**src/rtl/key_search_core.sv**
```systemverilog
// Key-range search controller: launches one datapath run per key and stops
// on the first pass, range exhaustion or abort; re-armable without reset.
module key_search_core #(
  parameter int KEY_WIDTH = 22,
  parameter int STRIDE    = 1
) (
  input  logic                 clk,
  input  logic                 reset,
  input  logic                 start,
  input  logic                 abort,
  input  logic [KEY_WIDTH-1:0] key_first,
  input  logic [KEY_WIDTH-1:0] key_last,
  output logic                 dp_start,
  output logic [KEY_WIDTH-1:0] dp_key,
  input  logic                 dp_done,
  input  logic                 dp_pass,
  output logic                 dp_done_ack,
  output logic                 busy,
  output logic                 done,
  output logic                 found,
  output logic [KEY_WIDTH-1:0] key_found,
  output logic                 exhausted,
  output logic                 aborted,
  output logic [KEY_WIDTH:0]   keys_tried
);

  typedef enum logic [1:0] {
    IDLE,
    RUN,
    RELEASE,
    DONE
  } state_t;

  localparam logic [KEY_WIDTH:0] STEP = (KEY_WIDTH+1)'(STRIDE);

  state_t               state;
  state_t               state_nx;
  logic [KEY_WIDTH-1:0] last;
  logic [KEY_WIDTH-1:0] last_nx;
  logic                 pend;
  logic                 pend_nx;
  logic                 abort_hit;
  logic [KEY_WIDTH:0]   next_key;

  logic                 dp_start_nx;
  logic [KEY_WIDTH-1:0] dp_key_nx;
  logic                 ack_nx;
  logic                 busy_nx;
  logic                 done_nx;
  logic                 found_nx;
  logic [KEY_WIDTH-1:0] key_found_nx;
  logic                 exhausted_nx;
  logic                 aborted_nx;
  logic [KEY_WIDTH:0]   tried_nx;

  // One extra bit so a stride past the top of the key space cannot wrap.
  assign next_key  = {1'b0, dp_key} + STEP;
  assign abort_hit = pend | abort;

  always_comb begin
    state_nx     = state;
    last_nx      = last;
    pend_nx      = pend;
    dp_start_nx  = dp_start;
    dp_key_nx    = dp_key;
    ack_nx       = 1'b0;
    found_nx     = found;
    key_found_nx = key_found;
    exhausted_nx = exhausted;
    aborted_nx   = aborted;
    tried_nx     = keys_tried;

    unique case (state)
      IDLE: begin
        pend_nx = 1'b0;
        if (start && !dp_done) begin
          last_nx      = key_last;
          found_nx     = 1'b0;
          exhausted_nx = 1'b0;
          aborted_nx   = 1'b0;
          tried_nx     = '0;
          if (key_first > key_last) begin
            exhausted_nx = 1'b1;
            state_nx     = DONE;
          end else begin
            dp_key_nx   = key_first;
            dp_start_nx = 1'b1;
            state_nx    = RUN;
          end
        end
      end

      RUN: begin
        pend_nx = abort_hit;
        if (dp_done) begin
          ack_nx      = 1'b1;
          dp_start_nx = 1'b0;
          tried_nx    = keys_tried + 1'b1;
          if (dp_pass) begin
            found_nx     = 1'b1;
            key_found_nx = dp_key;
            state_nx     = DONE;
          end else if (abort_hit) begin
            aborted_nx = 1'b1;
            state_nx   = DONE;
          end else if (next_key > {1'b0, last}) begin
            exhausted_nx = 1'b1;
            state_nx     = DONE;
          end else begin
            state_nx = RELEASE;
          end
        end
      end

      RELEASE: begin
        pend_nx = abort_hit;
        if (abort_hit) begin
          aborted_nx = 1'b1;
          state_nx   = DONE;
        end else if (!dp_done) begin
          dp_key_nx   = next_key[KEY_WIDTH-1:0];
          dp_start_nx = 1'b1;
          state_nx    = RUN;
        end
      end

      DONE: begin
        if (!start) begin
          pend_nx  = 1'b0;
          state_nx = IDLE;
        end
      end

      default: state_nx = IDLE;
    endcase

    busy_nx = (state_nx == RUN) || (state_nx == RELEASE);
    done_nx = (state_nx == DONE);
  end

  always_ff @(posedge clk or posedge reset) begin
    if (reset) begin
      state       <= IDLE;
      last        <= '0;
      pend        <= 1'b0;
      dp_start    <= 1'b0;
      dp_key      <= '0;
      dp_done_ack <= 1'b0;
      busy        <= 1'b0;
      done        <= 1'b0;
      found       <= 1'b0;
      key_found   <= '0;
      exhausted   <= 1'b0;
      aborted     <= 1'b0;
      keys_tried  <= '0;
    end else begin
      state       <= state_nx;
      last        <= last_nx;
      pend        <= pend_nx;
      dp_start    <= dp_start_nx;
      dp_key      <= dp_key_nx;
      dp_done_ack <= ack_nx;
      busy        <= busy_nx;
      done        <= done_nx;
      found       <= found_nx;
      key_found   <= key_found_nx;
      exhausted   <= exhausted_nx;
      aborted     <= aborted_nx;
      keys_tried  <= tried_nx;
    end
  end

endmodule

```
**config.mk**
```make
export PLATFORM = sky130hd
export DESIGN_NAME = key_search_core
export DESIGN_NICKNAME = d
export VERILOG_FILES = /design/src/rtl/key_search_core.sv
export SDC_FILE = /design/constraint.sdc
export NUM_CORES = 1
export LEC_CHECK = 0
export ABC_CLOCK_PERIOD_IN_PS = 8200
export CORE_ASPECT_RATIO = 2
export CORE_MARGIN = 2
export CORE_UTILIZATION = 37
export CTS_CLUSTER_DIAMETER = 120
export DETAILED_ROUTE_END_ITERATION = 6
export DONT_BUFFER_PORTS = 1
export MAX_ROUTING_LAYER = met4
export SETUP_SLACK_MARGIN = 0.4
export SYNTH_ARGS = -nofsm -noshare
export SYNTH_HDL_FRONTEND = slang
export SYNTH_SLANG_ARGS = --single-unit
```
**constraint.sdc**
```tcl
create_clock -name clk -period 8.2 [get_ports clk]
set_input_delay 1.64 -clock clk [delete_from_list [all_inputs] [get_ports clk]]
set_output_delay 1.64 -clock clk [all_outputs]
set_load 0.01 [all_outputs]
```
==> Word-level counts from Yosys, hierarchy flattened <==
Index checks and enable logic that the tools add are counted.
Widths: inputs -> output; s select.
{ "word_totals": {"register_bits": 99, "input_bits": 50, "out_inout_bits": 74, "word_cells": 93} }
{ "op_classes": {"add_sub_neg": 2, "n_lt_le_gt_ge": 2, "n_eq_ne": 16, "n_mux": 43, "bitwise": 1, "reduce_logical": 16} }
{ "op_table": {"columns": ["op", "n"], "rows": [
  ["$mux 22", 4],
  ["$mux 23", 2],
  ["$pmux 23 s2", 1],
  ["$pmux 22 s2", 1],
  ["$add 22x1->23 const B", 1],
  ["$add 23x1->23 const B", 1],
  ["$gt 23x22->1", 1],
  ["$mux 1", 23],
  ["$gt 22x22->1", 1],
  ["$ne 2x2->1 const B", 10],
  ["$mux 2", 6],
  ["$reduce_and 6->1", 2],
  ["$pmux 1 s3", 3],
  ["$eq 2x2->1 const B", 4],
  ["$pmux 2 s4", 1],
  ["$reduce_and 4->1", 2],
  ["$reduce_and 3->1", 2],
  ["$reduce_and 5->1", 1],
  ["$eq 2x1->1 const B", 2],
  ["$pmux 1 s2", 2],
  ["$reduce_bool 2->1", 2],
  ["$reduce_bool 3->1", 1],
  ["$logic_not 2->1", 1],
  ["$reduce_and 2->1", 1],
  ["5 further kinds", 5]
]} }

==> Logic depth before layout (Yosys ltp) <==
{ "logic_depth": {"word_depth": 9, "mapped_depth": 16, "depth_no_buf": 14} }

==> Least setup slack after synthesis <==
OpenSTA, ideal clock, no wires.
{ "synth_timing": {"path_kind": "input port to flip-flop", "from": "in key_last[3]", "to": "reg dp_key[0]", "setup_ns": 0.124, "arrival_time_ns": 3.745, "t_required_ns": 8.076, "path_slack_ns": 4.331, "cell_stages": 10, "path_buffers": 2, "path_cell_list": "inv_1 ha_1 a21o_1 a21o_1 o311a_1 or4b_4 and2_4 buf_6 buf_6 a211o_1"} }
{ "synth_via": {"elab_chain_len": 3} }
{ "synth_rtl": {"columns": ["item", "line", "source"], "rows": [
  ["start: declaration", "12", "input logic [KEY_WIDTH-1:0] key_last,"],
  ["$gt 22x22->1", "82", "if (key_first > key_last) begin"],
  ["$ne 2x2->1 (no line)", null, null],
  ["$reduce_and 5->1 (no line)", null, null],
  ["end signal: assignment", "161", "dp_key <= dp_key_nx;"],
  ["end: declaration", "14", "output logic [KEY_WIDTH-1:0] dp_key,"]
]} }
Every way passes these cells.
A chain may end at the register's enable or synchronous reset.

==> Worst setup path after layout <==
{ "layout_timing": {"from": "in key_last[3]", "to": "reg dp_key[9]"} }
The elaborated chain is that of the path after synthesis.

==> results by group <==
Run status
  – Status: completed

Setup path
  – CP top delay family: compound AO/OA/AOI/OAI gates
  – Crit path max fanout: 31
  – CP cell instances: inv_1, ha_1, a21o_1, a21o_1, o311a_1, or4b_4, nand2_1, o21ai_0, a32oi_1, o21a_1
  – Max incr delay on CP: just under 0.8 ns
  – Setup CP Type: primary input to flip-flop
  – Crit end category: flip-flop
  – Slowest CP cell: nand2_1
  – Most numerous cell on the critical path: a21o_1
  – CP Buf/Inv Count: 1
  – Worst setup SP type: primary input
  – R2R Setup Slk: between 3 and 4 ns
  – Worst EP required: between 8 and 9 ns
  – Crit path DAT: around 4.9 ns

Logic synthesis
  – Seq/Total Area, Yosys: between 40% and 50%
  – Simple-Gate Fraction of Synth Area: between 10% and 20%
  – Average size of a mapped cell: slightly above 9 um2
  – Main combinational cell family by area after synthesis: simple AND/OR/NAND/NOR gates
  – Mux cell area share after synthesis: about 3.8%
  – Post-synthesis xor/xnor area fraction: under 10%
  – EDFF count, synth: 0
  – Cells taking the most area after synthesis: dfrtp_1 42%, ha_1 11%, nand2_1 4.7%, nand3_1 4.0%, mux2_2 3.8%
  – Synth area leader: dfrtp_1
  – Most frequent cell after synthesis: dfrtp_1
  – Most frequent cells after synthesis: 99 x dfrtp_1, 74 x nand2_1, 59 x inv_1
  – Mapped Area: slightly below 6000 um2
  – Distinct cell type count after synthesis: 48
  – Ys Warns: 0
  – Number of synthesized register bits: between 90 and 100
  – Async S/R FF share, synth: between 90% and 100%
  – Adder-cell share of the synthesized area: between 10% and 20%
  – Synth Area in Compound Gates: 13.6%
  – Most common flop cell mapped by yosys: dfrtp_1
  – Post-Synthesis Cells: roughly 660
  – Yosys top cell area share: roughly two fifths
  – Syn_nets: between 700 and 800

GRT
  – GRT overflow: 0
  – First-pass GRT wire length: approximately 27 mm
  – Largest net degree at the start of global routing: 59
  – Antenna violations before repair: 0
  – Vias in the first global route: 4966
  – Gr usage total: between 20% and 30%

Pwr
  – Comb power frac: between 40% and 50%
  – Clock Power Share: a little over 20%
  – Max IR drop VDD: 0.000200 V
  – Int Pwr: 1430 uW
  – Part of the power in registers: 38.9%
  – P_leak: around 0.0031 uW
  – Power density cells: approximately 400 nW/um2
  – Switching pwr: 1090 uW
  – Switching Fraction: between 40% and 50%

Floorplan
  – FP Rows: 65
  – Starting Density: between 30% and 40%
  – Top Ports: 124
  – DIE AREA: between 15000 and 20000 um2
  – Die width: 93.6 um
  – Chip Height: ~180 um
  – Core Box Area: about 16000 um2

Detailed routing
  – DRC viols: 0
  – First-pass DRT Iterations: 5
  – Vias: 4775
  – Post-DRT Antenna Nets: 0
  – Vias per Instance: 5.62
  – 1st-iter DRT viols: 199
  – Post-DR wirelength/cell: about 20 um
  – Routed wire length: around 17 mm

Clock network
  – Worst-path clk slew: approximately 0.070 ns
  – Hold buffers post-CTS: 0
  – Worst skew pair latency: ~0.35 ns
  – # resized after CTS: 0
  – CTS tree: built
  – Root buffer cell: clkbuf_16
  – H-tree depth: 3
  – CTS Buf Count: 9
  – Number of setup buffers added after CTS: 0
  – Clk buf depth: 2
  – CTS Sinks: about 100

Timing
  – Worst slew pin tran: between 1 and 1.5 ns
  – Clk_skew: around 0.0087 ns
  – FMAX: ~220 MHz
  – Final setup fails: 0
  – RSZ-0062 raised after global routing: false
  – Final period util: a little under three fifths
  – Hold Violations, Final: 0
  – Max-slew violation count: 0
  – Slew headroom: a little over an eighth
  – Worst hold slack: approximately 0.48 ns
  – Final Critical Period: 4.59 ns
  – Setup tns final: 0 ns

Placed design
  – Gp weighted congestion: a little under 0.9
  – Port bufs: 0
  – HPWL Detailed: between 10 and 15 mm

Hold path
  – Worst min-delay path category: flip-flop to flip-flop

Final layout
  – Final nets: between 700 and 800
  – # diodes: 0
  – Fraction of layout cells with a size suffix above 1: about 7.6%
  – Area Overhead vs Synth: 8.72%

Job
  – Max cap viols: 0
cells by family (layout without fill, tap and decap cells):
group                      count (synthesis)  count (layout)
DFF                                       99              99
buffers and inverters                     88              80
AOI/OAI and AO/OA                        129             129
adders and majority gates                 52              52
xor gates and xnor gates                  40              40
muxes                                     20              20
and+or+nand+nor                          228             228
registers in the layout, indices dropped and copies added, names as in the netlist:
register	count
state	2
keys_tried	23
aborted	1
last	22
pend	1
found	1
key_found	22
busy	1
dp_done_ack	1
exhausted	1
dp_key	22
dp_start	1
done	1
path summary, 6_finish.rpt:
| kind | endpoint | cells past startpoint | startpoint |
|---|---|---|---|
| worst min register to register | last[8] | 2 | last[8] |
| worst max register to register | busy | 14 | dp_key[0] |
| min in group asynchronous | key_found[14] | 1 | reset |
| max in group asynchronous | busy | 2 | reset |
| worst max-delay path | dp_key[9] | 10 | key_last[3] |
| worst min-delay path | last[8] | 2 | last[8] |
worst reg2reg max path, stage by stage (launching register included):
cell,delay (ns)
dfrtp_1,0.62
ha_1,0.35
and4_1,0.42
nand2_1,0.09
nor2_1,0.42
nand3_1,0.17
xnor2_1,0.38
ha_1,0.33
a21o_1,0.16
a21oi_1,0.13
o21ai_0,0.11
a211o_1,0.24
a32oi_1,0.25
a31oi_1,0.19
ha_1,0.32
layout make-up:
class | instances | area, um2
sequential | 99 | 2480
tap | 201 | 251
timing repair buffer | 5 | 37.5
clock inverter | 7 | 139
multi-input combinational | 469 | 3100
fill | 1566 | 9320
clock buffer | 9 | 225
inverter | 59 | 224
power by group through the flow:
stage | registers [uW] | clock network (uW) | logic, uW
final | 982 | 521 | 1020
after global routing | 1010 | 551 | 1160
after CTS | 989 | 534 | 1020
after detailed placement | 999 | 0 | 1020
after global placement | 990 | 0 | 973
after floorplan | 880 | 0 | 845
per-stage QoR:
| step | power (uW) | instances | setup WS (ns) | instance area (um2) | util (%) |
|---|---|---|---|---|---|
| after floorplan | 1720 | 656 | 3.97 | 5940 | - |
| after global placement | 1960 | 833 | 3.46 | 6090 | 38.6 |
| after detailed placement | 2020 | 833 | 3.35 | 6090 | 38.6 |
| after CTS | 2550 | 849 | 3.70 | 6450 | 40.9 |
| after global routing | 2730 | 849 | 3.37 | 6450 | 40.9 |
| final | 2520 | 849 | 3.61 | 6450 | 40.9 |
metal layers:
layer	vias to the layer above	part of all wire, %	GRT usage, %	wire length, um
li1	2254	-	-	-
met1	2278	32	19.0	5460
met2	196	55	38.4	9450
met3	47	7.3	5.26	1260
met4	0	6.4	12.3	1100
met5	-	0	-	0
layout by cell type (no fill, tap or decap), types with 2 or more instances in the layout:
master | Yosys | final
nor3_1 | 9 | 9
xor2_1 | 23 | 23
or2_2 | 3 | 3
o22ai_1 | 3 | 3
nor4_1 | 2 | 2
nand4_1 | 12 | 12
dfrtp_1 | 99 | 99
nand3_1 | 48 | 48
inv_1 | 59 | 58
nand2_1 | 74 | 74
nor3b_1 | 2 | 2
a21o_1 | 10 | 10
a221oi_1 | 3 | 3
clkinv_2 | 0 | 2
bufinv_16 | 0 | 4
clkbuf_16 | 0 | 9
mux2_2 | 20 | 20
and4_1 | 3 | 3
a32oi_1 | 13 | 13
o31ai_1 | 2 | 2
or3_1 | 2 | 2
and3_1 | 13 | 13
nor2b_1 | 2 | 2
nor2_1 | 49 | 49
ha_1 | 52 | 52
a22oi_1 | 6 | 6
a21oi_1 | 35 | 35
o21a_1 | 2 | 2
xnor2_1 | 17 | 17
o21ai_0 | 44 | 44
nand2b_1 | 4 | 4
buf_4 | 3 | 5
a211o_1 | 2 | 2
Note: power is estimated with default switching activity, not from simulation.
